$ cat src/rtl/decode_64b_66b_pkg.sv
// -----------------------------------------------------------------------------
// decode_64b_66b_pkg
//   Constants shared by the 64b/66b receive decoder and its lock FSM:
//   sync headers, block type field values, XGMII control characters and a
//   lookup that maps terminate block types to their data-byte count.
// -----------------------------------------------------------------------------
package decode_64b_66b_pkg;

  // Sync headers
  localparam logic [1:0] SH_DATA = 2'b10;
  localparam logic [1:0] SH_CTRL = 2'b01;

  // Block type field (payload [7:0] of a control block)
  localparam logic [7:0] BT_IDLE = 8'h1E;
  localparam logic [7:0] BT_S0   = 8'h78;
  localparam logic [7:0] BT_S4   = 8'h33;
  localparam logic [7:0] BT_T0   = 8'h87;
  localparam logic [7:0] BT_T1   = 8'h99;
  localparam logic [7:0] BT_T2   = 8'hAA;
  localparam logic [7:0] BT_T3   = 8'hB4;
  localparam logic [7:0] BT_T4   = 8'hCC;
  localparam logic [7:0] BT_T5   = 8'hD2;
  localparam logic [7:0] BT_T6   = 8'hE1;
  localparam logic [7:0] BT_T7   = 8'hFF;

  // XGMII control characters
  localparam logic [7:0] XG_IDLE  = 8'h07;
  localparam logic [7:0] XG_START = 8'hFB;
  localparam logic [7:0] XG_TERM  = 8'hFD;
  localparam logic [7:0] XG_ERR   = 8'hFE;

  typedef struct packed {
    logic       hit;  // block type is one of the eight terminate types
    logic [3:0] k;    // data bytes preceding the terminate character
  } term_info_t;

  function automatic term_info_t term_lookup(input logic [7:0] bt);
    term_info_t t;
    t.hit = 1'b1;
    t.k   = 4'd0;
    case (bt)
      BT_T0:   t.k = 4'd0;
      BT_T1:   t.k = 4'd1;
      BT_T2:   t.k = 4'd2;
      BT_T3:   t.k = 4'd3;
      BT_T4:   t.k = 4'd4;
      BT_T5:   t.k = 4'd5;
      BT_T6:   t.k = 4'd6;
      BT_T7:   t.k = 4'd7;
      default: t.hit = 1'b0;
    endcase
    return t;
  endfunction

endpackage

$ cat src/rtl/decode_64b_66b_block_lock_fsm.sv
// -----------------------------------------------------------------------------
// decode_64b_66b_block_lock_fsm
//   Header-sync block lock: HUNT -> LOCKED after LOCK_CNT consecutive good
//   headers; a bad header in HUNT, or BAD_MAX bad headers inside one
//   LOCK_CNT-beat window while LOCKED, requests a gearbox bitslip and parks in
//   SLIP for SLIP_WAIT valid beats. Only valid beats advance anything.
// Ports
//   clk_i         in  clock
//   rst_i         in  synchronous reset, active-high
//   beat_vld_i    in  header valid this cycle
//   head_i        in  2-bit sync header
//   block_lock_o  out registered, high while in LOCKED
//   bitslip_o     out one-cycle bitslip request
// -----------------------------------------------------------------------------
module decode_64b_66b_block_lock_fsm
  import decode_64b_66b_pkg::*;
#(
  parameter int LOCK_CNT  = 64,
  parameter int BAD_MAX   = 16,
  parameter int SLIP_WAIT = 32
) (
  input  logic       clk_i,
  input  logic       rst_i,
  input  logic       beat_vld_i,
  input  logic [1:0] head_i,
  output logic       block_lock_o,
  output logic       bitslip_o
);

  localparam int SH_W   = (LOCK_CNT  > 1) ? $clog2(LOCK_CNT)  : 1;
  localparam int BAD_W  = $clog2(BAD_MAX + 1);
  localparam int SLIP_W = (SLIP_WAIT > 1) ? $clog2(SLIP_WAIT) : 1;

  localparam logic [SH_W-1:0]   SH_LAST   = SH_W'(LOCK_CNT - 1);
  localparam logic [BAD_W-1:0]  BAD_LAST  = BAD_W'(BAD_MAX - 1);
  localparam logic [SLIP_W-1:0] SLIP_LAST = SLIP_W'(SLIP_WAIT - 1);

  localparam logic [1:0] ST_HUNT   = 2'd0;
  localparam logic [1:0] ST_SLIP   = 2'd1;
  localparam logic [1:0] ST_LOCKED = 2'd2;

  logic [1:0]        state_reg,    state_next;
  logic [SH_W-1:0]   sh_cnt_reg,   sh_cnt_next;
  logic [BAD_W-1:0]  bad_cnt_reg,  bad_cnt_next;
  logic [SLIP_W-1:0] slip_cnt_reg, slip_cnt_next;
  logic              bitslip_reg,  bitslip_next;
  logic              lock_reg;
  logic              head_ok;

  assign head_ok = (head_i == SH_DATA) || (head_i == SH_CTRL);

  always_comb begin
    state_next    = state_reg;
    sh_cnt_next   = sh_cnt_reg;
    bad_cnt_next  = bad_cnt_reg;
    slip_cnt_next = slip_cnt_reg;
    bitslip_next  = 1'b0;
    if (beat_vld_i) begin
      case (state_reg)
        ST_HUNT: begin
          if (head_ok) begin
            if (sh_cnt_reg == SH_LAST) begin
              state_next   = ST_LOCKED;
              sh_cnt_next  = '0;
              bad_cnt_next = '0;
            end else begin
              sh_cnt_next = sh_cnt_reg + SH_W'(1);
            end
          end else begin
            bitslip_next  = 1'b1;
            sh_cnt_next   = '0;
            bad_cnt_next  = '0;
            slip_cnt_next = '0;
            state_next    = ST_SLIP;
          end
        end
        ST_SLIP: begin
          // Headers are meaningless while the gearbox settles.
          if (slip_cnt_reg == SLIP_LAST) begin
            slip_cnt_next = '0;
            state_next    = ST_HUNT;
          end else begin
            slip_cnt_next = slip_cnt_reg + SLIP_W'(1);
          end
        end
        ST_LOCKED: begin
          // Loss of lock is tested first so it beats a coincident window wrap.
          if (!head_ok && (bad_cnt_reg == BAD_LAST)) begin
            bitslip_next  = 1'b1;
            sh_cnt_next   = '0;
            bad_cnt_next  = '0;
            slip_cnt_next = '0;
            state_next    = ST_SLIP;
          end else if (sh_cnt_reg == SH_LAST) begin
            sh_cnt_next  = '0;
            bad_cnt_next = '0;
          end else begin
            sh_cnt_next = sh_cnt_reg + SH_W'(1);
            if (!head_ok) begin
              bad_cnt_next = bad_cnt_reg + BAD_W'(1);
            end
          end
        end
        default: state_next = ST_HUNT;
      endcase
    end
  end

  always_ff @(posedge clk_i) begin
    if (rst_i) begin
      state_reg    <= ST_HUNT;
      sh_cnt_reg   <= '0;
      bad_cnt_reg  <= '0;
      slip_cnt_reg <= '0;
      bitslip_reg  <= 1'b0;
      lock_reg     <= 1'b0;
    end else begin
      state_reg    <= state_next;
      sh_cnt_reg   <= sh_cnt_next;
      bad_cnt_reg  <= bad_cnt_next;
      slip_cnt_reg <= slip_cnt_next;
      bitslip_reg  <= bitslip_next;
      lock_reg     <= (state_next == ST_LOCKED);
    end
  end

  assign block_lock_o = lock_reg;
  assign bitslip_o    = bitslip_reg;

endmodule

$ cat src/rtl/decode_64b_66b.sv
// -----------------------------------------------------------------------------
// decode_64b_66b
//   Receive 64b/66b decoder: 66-bit blocks from the GTX gearbox in, XGMII
//   rxd/rxc out with one clock of latency. Lane 0 is rxd[7:0]; the block type
//   field is payload [7:0]. Block lock comes from the lock FSM sub-module.
//   Optional build macro DECODE_ERR_CNT_EN adds a saturating 16-bit count of
//   output beats flagged with decode_error_o.
// Ports
//   clk_i, rst_i          clock, synchronous active-high reset
//   decode_data_i [63:0]  payload from GTX
//   decode_head_i [1:0]   sync header from GTX
//   decode_data_vld_i     payload/header valid
//   xgmii_rxd_o   [63:0]  decoded data
//   xgmii_rxc_o   [7:0]   decoded control, bit n = lane n
//   xgmii_rxd_vld_o       output valid (input valid delayed one clock)
//   decode_error_o        bad header / unknown type on this beat (locked only)
//   block_lock_o          block lock achieved
//   bitslip_o             one-cycle bitslip request to GTX
//   err_cnt_o     [15:0]  only with DECODE_ERR_CNT_EN
// -----------------------------------------------------------------------------
module decode_64b_66b
  import decode_64b_66b_pkg::*;
#(
  parameter int LOCK_CNT  = 64,
  parameter int BAD_MAX   = 16,
  parameter int SLIP_WAIT = 32
) (
  input  logic        clk_i,
  input  logic        rst_i,
  input  logic [63:0] decode_data_i,
  input  logic [1:0]  decode_head_i,
  input  logic        decode_data_vld_i,
  output logic [63:0] xgmii_rxd_o,
  output logic [7:0]  xgmii_rxc_o,
  output logic        xgmii_rxd_vld_o,
  output logic        decode_error_o,
  output logic        block_lock_o,
  output logic        bitslip_o
`ifdef DECODE_ERR_CNT_EN
  ,
  output logic [15:0] err_cnt_o
`endif
);

  logic [63:0] rxd_reg, rxd_next;
  logic [7:0]  rxc_reg, rxc_next;
  logic        vld_reg;
  logic        err_reg, err_next;
  logic        locked;
  logic [63:0] term_rxd;
  term_info_t  term;

  decode_64b_66b_block_lock_fsm #(
    .LOCK_CNT  (LOCK_CNT),
    .BAD_MAX   (BAD_MAX),
    .SLIP_WAIT (SLIP_WAIT)
  ) u_lock_fsm (
    .clk_i        (clk_i),
    .rst_i        (rst_i),
    .beat_vld_i   (decode_data_vld_i),
    .head_i       (decode_head_i),
    .block_lock_o (locked),
    .bitslip_o    (bitslip_o)
  );

  assign term = term_lookup(decode_data_i[7:0]);

  // Terminate blocks: lanes below k carry payload bytes starting at
  // data[15:8], lane k carries /T/, lanes above are idle.
  genvar gi;
  for (gi = 0; gi < 8; gi++) begin : g_term_lane
    if (gi < 7) begin : g_low
      assign term_rxd[8*gi +: 8] = (4'(gi) < term.k)  ? decode_data_i[8*gi+8 +: 8] :
                                   (4'(gi) == term.k) ? XG_TERM : XG_IDLE;
    end else begin : g_top
      assign term_rxd[8*gi +: 8] = (term.k == 4'd7) ? XG_TERM : XG_IDLE;
    end
  end

  // The lock state used here is the one before this edge's update, so the
  // beat that loses lock is still decoded (and flagged) as a locked beat.
  always_comb begin
    rxd_next = {8{XG_ERR}};
    rxc_next = 8'hFF;
    err_next = 1'b0;
    if (locked) begin
      if (decode_head_i == SH_DATA) begin
        rxd_next = decode_data_i;
        rxc_next = 8'h00;
      end else if (decode_head_i == SH_CTRL) begin
        if (term.hit) begin
          rxd_next = term_rxd;
          rxc_next = 8'hFF << term.k;
        end else begin
          case (decode_data_i[7:0])
            BT_IDLE: rxd_next = {8{XG_IDLE}};
            BT_S0: begin
              rxd_next = {decode_data_i[63:8], XG_START};
              rxc_next = 8'h01;
            end
            BT_S4: begin
              rxd_next = {decode_data_i[63:40], XG_START, {4{XG_IDLE}}};
              rxc_next = 8'h1F;
            end
            default: err_next = 1'b1;
          endcase
        end
      end else begin
        err_next = 1'b1;
      end
    end
  end

  always_ff @(posedge clk_i) begin
    if (rst_i) begin
      rxd_reg <= {8{XG_IDLE}};
      rxc_reg <= 8'hFF;
      vld_reg <= 1'b0;
      err_reg <= 1'b0;
    end else begin
      vld_reg <= decode_data_vld_i;
      if (decode_data_vld_i) begin
        rxd_reg <= rxd_next;
        rxc_reg <= rxc_next;
        err_reg <= err_next;
      end
    end
  end

`ifdef DECODE_ERR_CNT_EN
  logic [15:0] err_cnt_reg;

  always_ff @(posedge clk_i) begin
    if (rst_i) begin
      err_cnt_reg <= '0;
    end else if (decode_data_vld_i && err_next && (err_cnt_reg != 16'hFFFF)) begin
      err_cnt_reg <= err_cnt_reg + 16'd1;
    end
  end

  assign err_cnt_o = err_cnt_reg;
`endif

  assign xgmii_rxd_o     = rxd_reg;
  assign xgmii_rxc_o     = rxc_reg;
  assign xgmii_rxd_vld_o = vld_reg;
  assign decode_error_o  = err_reg;
  assign block_lock_o    = locked;

endmodule

$ cat config.mk
export PLATFORM = sky130hd
export DESIGN_NAME = decode_64b_66b
export DESIGN_NICKNAME = d
export VERILOG_FILES = /design/src/rtl/decode_64b_66b_pkg.sv /design/src/rtl/decode_64b_66b_block_lock_fsm.sv /design/src/rtl/decode_64b_66b.sv
export SDC_FILE = /design/constraint.sdc
export NUM_CORES = 1
export LEC_CHECK = 0
export ABC_AREA = 0
export CAP_MARGIN = 20
export CORE_MARGIN = 2
export CORE_UTILIZATION = 43
export DETAILED_ROUTE_END_ITERATION = 8
export GPL_ROUTABILITY_DRIVEN = 0
export PLACE_DENSITY = 0.8
export SYNTH_ARGS = -nofsm -noshare
export SYNTH_HDL_FRONTEND = slang
export SYNTH_SLANG_ARGS = --single-unit
$ cat constraint.sdc
create_clock -name clk_i -period 2.38 [get_ports clk_i]
set_input_delay 0.357 -clock clk_i [delete_from_list [all_inputs] [get_ports clk_i]]
set_output_delay 0.357 -clock clk_i [all_outputs]
set_load 0.02 [all_outputs]
==> results of run 1 <==
-- power groups by stage --
stage / combinational, µW / sequential [µW] / clock [µW]
6_report: 717 / 1700 / 1200
5_1_grt: 761 / 1710 / 1260
4_1_cts: 698 / 1700 / 1200
3_5_place_dp: 685 / 1740 / 0
3_3_place_gp: 665 / 1740 / 0
2_1_floorplan: 227 / 1810 / 0
-- layout make-up --
type | instances | share of cell area (%)
clock inverter | 7 | 1.32
timing repair buffer | 229 | 28.9
clock buffer | 9 | 1.72
sequential | 94 | 26.1
tap | 140 | 2.43
inverter | 12 | 0.625
multi-input combinational | 451 | 38.9
-- cells by family after synthesis --
kind of cell    after synthesis
compound gates              196
xor+xnor                      9
fa+ha+maj                     7
buf+inv                      52
flops                        94
mux                           3
simple gates                236
-- tightest hold or removal path, stage by stage --
cell	delay, ns
sky130_fd_sc_hd__clkbuf_2	0.14
sky130_fd_sc_hd__nor2_1	0.14
sky130_fd_sc_hd__a2111oi_1	0.07
-- what timing repair did --
item | CTS | global route
gates resized for setup | 24 | 23
pin swaps | 9 | 7
buffers inserted | 6 | 1
setup endpoints to repair | 59 | 44
endpoints found under the hold margin | 0 | 0
-- cell usage in the layout, fill, tap and decap left out, drive strengths merged, types with 4 or more instances in the layout --
cell type / n
o22ai: 7
nor2b: 4
a22o: 5
dlygate4sd2: 4
a21o: 6
a221oi: 7
ha: 7
buf: 87
o221a: 5
a31oi: 9
clkbuf: 10
a21oi: 40
or2: 5
nor3: 4
and2: 5
nand3: 7
or3: 8
nor2: 118
and3: 4
nand4bb: 4
clkdlybuf4s50: 135
inv: 12
a2111oi: 21
xor2: 5
or4: 4
nor4: 5
o32ai: 7
a211oi: 8
nand4: 4
clkinv: 4
dfxtp: 94
xnor2: 4
nand2: 45
nand2b: 7
o21ai: 57
-- how the worst min path moves through the flow --
stage | to | depth (start not counted)
final | xgmii_rxd_o[3] | 3
after detailed placement | xgmii_rxc_o[7] | 2
after CTS | xgmii_rxd_o[26] | 2
after global placement | xgmii_rxc_o[7] | 2
after global routing | xgmii_rxd_o[3] | 3
after floorplan | u_lock_fsm.slip_cnt_reg[4] | 2
-- cells in the mapped netlist, types with 8 or more instances --
cell type                   number
sky130_fd_sc_hd__a2111oi_0      21
sky130_fd_sc_hd__a211oi_1        8
sky130_fd_sc_hd__a21oi_1        40
sky130_fd_sc_hd__a31oi_1         9
sky130_fd_sc_hd__clkbuf_1       32
sky130_fd_sc_hd__dfxtp_1        94
sky130_fd_sc_hd__inv_1          10
sky130_fd_sc_hd__nand2_1        45
sky130_fd_sc_hd__nor2_1        118
sky130_fd_sc_hd__o21ai_0        51
sky130_fd_sc_hd__or3_1           8
-- metrics by stage --
stage / util, % / setup slack (ns) / instances
floorplan: - / 0.0158 / 597
global placement: 63.0 / -0.539 / 920
detailed placement: 63.0 / -0.685 / 920
CTS: 65.9 / 0.00318 / 941
global route: 66.8 / -0.0651 / 942
finish: 66.8 / 0.0244 / 942
-- layer usage --
metal,GRT usage [%],wire length (µm),part of all wire (%),vias to the layer above
met5,0,0,0,-
met3,5.08,1700,9.7,78
met1,35.6,6830,39,2670
met4,16.0,894,5.1,0
li1,-,-,-,2596
met2,47.4,8030,46,380
==> results.md, run 1 <==
- The flow ran to the end, and the final reports show no timing, DRC or antenna violations.
- The register with the most flip-flops in the layout has 64 of them.
- In this run the power spent charging and discharging nets is 1020 µW.
- Synthesis inferred 94 register bits.
- The final net count is a little under 900.
- The total of warnings raised by yosys is 0.
- The total power divided by cell area is ~500 nW/µm².
- The all-layer global routing usage is between 20% and 30%.
- The total count of max-transition violations in the final report is 0.
- The routed layout has 5,724 vias.
- The combinational share of power is roughly 20%.
- The area of the mapped netlist is between 4000 and 5000 µm².
- The maximum level of the CTS H-tree is 3.
- The share of the clock period used by the worst path after layout is a little over nine tenths.
- After routing, the total negative slack on setup checks comes to 0 ns.
- After synthesis, the largest family of logic cells by area is compound AO/OA/AOI/OAI gates.
- The worst hold path begins at decode_data_i[3].
- Along the worst path, the maximum fanout reaches 8.
- The delay contributed by the slowest stage of the critical path is between 0.5 and 0.6 ns.
- In this run the clock root is driven by a sky130_fd_sc_hd__clkbuf_8.
- Dividing the detail-routed wire length by the instance count gives 18.5 µm.
- In this run the register-to-register setup slack is ~0.34 ns.
- Setup repair after global routing could not meet its margin everywhere.
- The setup violation total in the final timing report is 0.
- The fraction of layout instances using a drive strength above 1 is 16.7%.
- The cell family with the largest share of critical-path delay is compound AO/OA/AOI/OAI gates.
- The total power consumption of the routed design is 3620 µW.
- The instance count of the mapped netlist is about 600.
- The endpoint arrival time on the critical path is ~2.6 ns.
- In this run the tightest slew margin relative to its limit is 52.6%.
- The number of primary I/O pins is approximately 150.
- The initial antenna violation count is 0.
- The endpoint identified for the worst register-to-register timing path is u_lock_fsm.bad_cnt_reg[4].
- The count of buffers inserted at the top-level ports is around 140.
- The most critical setup path has its startpoint at decode_data_i[2].
- Registers are responsible for approximately 47% of the overall power.
- The multi-input gate area in the final layout is approximately 2800 µm².
- 0 antenna diodes ended up in the layout.
- The clock arrives with approximately 0.0095 ns of skew.
- The critical setup path kind is in -> reg.
- In this run the number of cells on the critical path is 8.
- The sequential cell area fraction in the yosys report is between 30% and 40%.
- The maximum number of pins on one net before global-route repair is 33.
- After filler insertion, the fill cell instance count of the layout stands at between 800 and 900.
- In the final layout, flip-flops and latches occupy ~1900 µm².
- The final wirelength is about 17 mm.
- For the worst-skew pair, the clock arrives at the later sink with an insertion delay of between 0.3 and 0.4 ns.
- For this run, design rule violations remaining after detail routing come to 0.
- The XOR/XNOR share of the synthesized area is approximately 1.7%.
- At the pin with the least slew margin, the transition time is between 0.7 and 0.8 ns.
- The floorplan step set the die height to 109 µm.
- The adder and majority gate portion of the synthesized area is 1.85%.
- The die is about 110 µm wide.
- The worst setup path is captured at a flop.
- The number of buffers inserted for hold repair after clock tree synthesis is 0.
- Among all stages on the critical path, the largest delay is contributed by sky130_fd_sc_hd__a2111o_1.
- The starting density of the core is 43.9%.
- Data on the critical path is required at its endpoint by about 2.6 ns.
- The final global-route overflow total is 0.
- The number of global-route vias before repair was 5,524.
- The number of buffers created by CTS is 9.
- The area added between synthesis and finish is 52.1%.
- The placed wire-length estimate is approximately 13 mm.
- The placeable core area is 10,800 µm².
- In this run the critical register-to-register path is launched from u_lock_fsm.bad_cnt_reg[0].
- The count of buffering cells on the critical path with inverters included is 2.
- The internal power component is approximately 2600 µW.
- The worst setup path is launched from a primary input.
- In the synthesized netlist the dominant register cell turns out to be sky130_fd_sc_hd__dfxtp_1.
- The CTS clock-pin slew for the worst setup and hold paths is 0.10 ns.
- The area of the die is approximately 12,000 µm².
- The number of nets in the synthesized netlist is ~670.
- The post-layout instance area is ~7200 µm².
- The multiplexer area fraction after synthesis is less than 1%.
- The wire length of the first global-routing pass is between 20 and 30 mm.
- Once placement finished, the instance area stood at just under 7000 µm².
- After synthesis, the largest area contributor takes up 39.7% of total cell area.
- The number of search-and-repair iterations in the first detailed-routing pass is 5.
- The share of total power dissipated in the clock network is about a third.
- Ranked by total cell area, the synthesized netlist is headed by sky130_fd_sc_hd__dfxtp_1 (40%), sky130_fd_sc_hd__nor2_1 (9.4%), sky130_fd_sc_hd__o21ai_0 (5.4%).
- The average instance in the mapped netlist occupies 7.93 µm².
- The area fraction in compound gates after synthesis is ~28%.
- Once detail routing completed, the nets flagged for antenna violations numbered 0.
- The top achievable clock speed is between 400 and 500 MHz.
- Summed over all cells, the static leakage comes to about 0.0028 µW.
- The number of hold violations in the final report came to 0.
- The number of synthesized flops with an enable pin is 0.
- The CTS tree is done.
- The hold slack is 0.367 ns.
- The synthesized design spends more area on one cell type than any other, namely sky130_fd_sc_hd__dfxtp_1.
- Synthesis instantiated between 50 and 60 different standard cells from the library.
- The starting DRC count in detailed routing is 527.
- The net switching share of the total power is roughly 28%.
- The number of rows in the core area is 38.
- The number of cells on the worst reg-to-reg path is 9.
- Counting flops with an async set or reset pin after synthesis yields a share of 0%.
- The clock tree buffer depth is 2.
- The tool flagged a number of max-cap violations equal to 0.
- The tree built by TritonCTS fans out to 94 sinks.
- The min-delay analysis places its worst path in the category in -> reg.
- After Yosys synthesis, and, or, nand and nor cells account for between 20% and 30% of the synthesized area.
- Across the VDD grid, the largest voltage drop is about 0.26 mV.
- The timing endpoint of the critical path is xgmii_rxd_o[5].
- The final critical delay including setup and external delays is 2.36 ns.
- Walking the worst path, the cells encountered are dlygate4sd2_1 > and4_1 > o2111a_1 > a2111o_1 > buf_4 > nor2_1 > a21oi_2 > a2111oi_0.
- In the routed layout, each cell is associated on average with a via count of between 6 and 7.
(Power assumes the default switching activity.)
==> run 2: changes to the inputs <==
--- a/config.mk
+++ b/config.mk
@@ -9,6 +9,7 @@
 export CAP_MARGIN = 20
 export CORE_MARGIN = 2
 export CORE_UTILIZATION = 43
+export CTS_CLUSTER_DIAMETER = 30
 export DETAILED_ROUTE_END_ITERATION = 8
 export GPL_ROUTABILITY_DRIVEN = 0
 export PLACE_DENSITY = 0.8
==> results of run 2 <==
The final DEF is identical to that of run 1; final timing and power are the same.
==> run 3: changes to the inputs <==
--- a/config.mk
+++ b/config.mk
@@ -12,6 +12,7 @@
 export CTS_CLUSTER_DIAMETER = 30
 export DETAILED_ROUTE_END_ITERATION = 8
 export GPL_ROUTABILITY_DRIVEN = 0
+export HOLD_SLACK_MARGIN = 0.1
 export PLACE_DENSITY = 0.8
 export SYNTH_ARGS = -nofsm -noshare
 export SYNTH_HDL_FRONTEND = slang
==> results of run 3 <==
The final DEF is identical to that of run 1; final timing and power are the same.
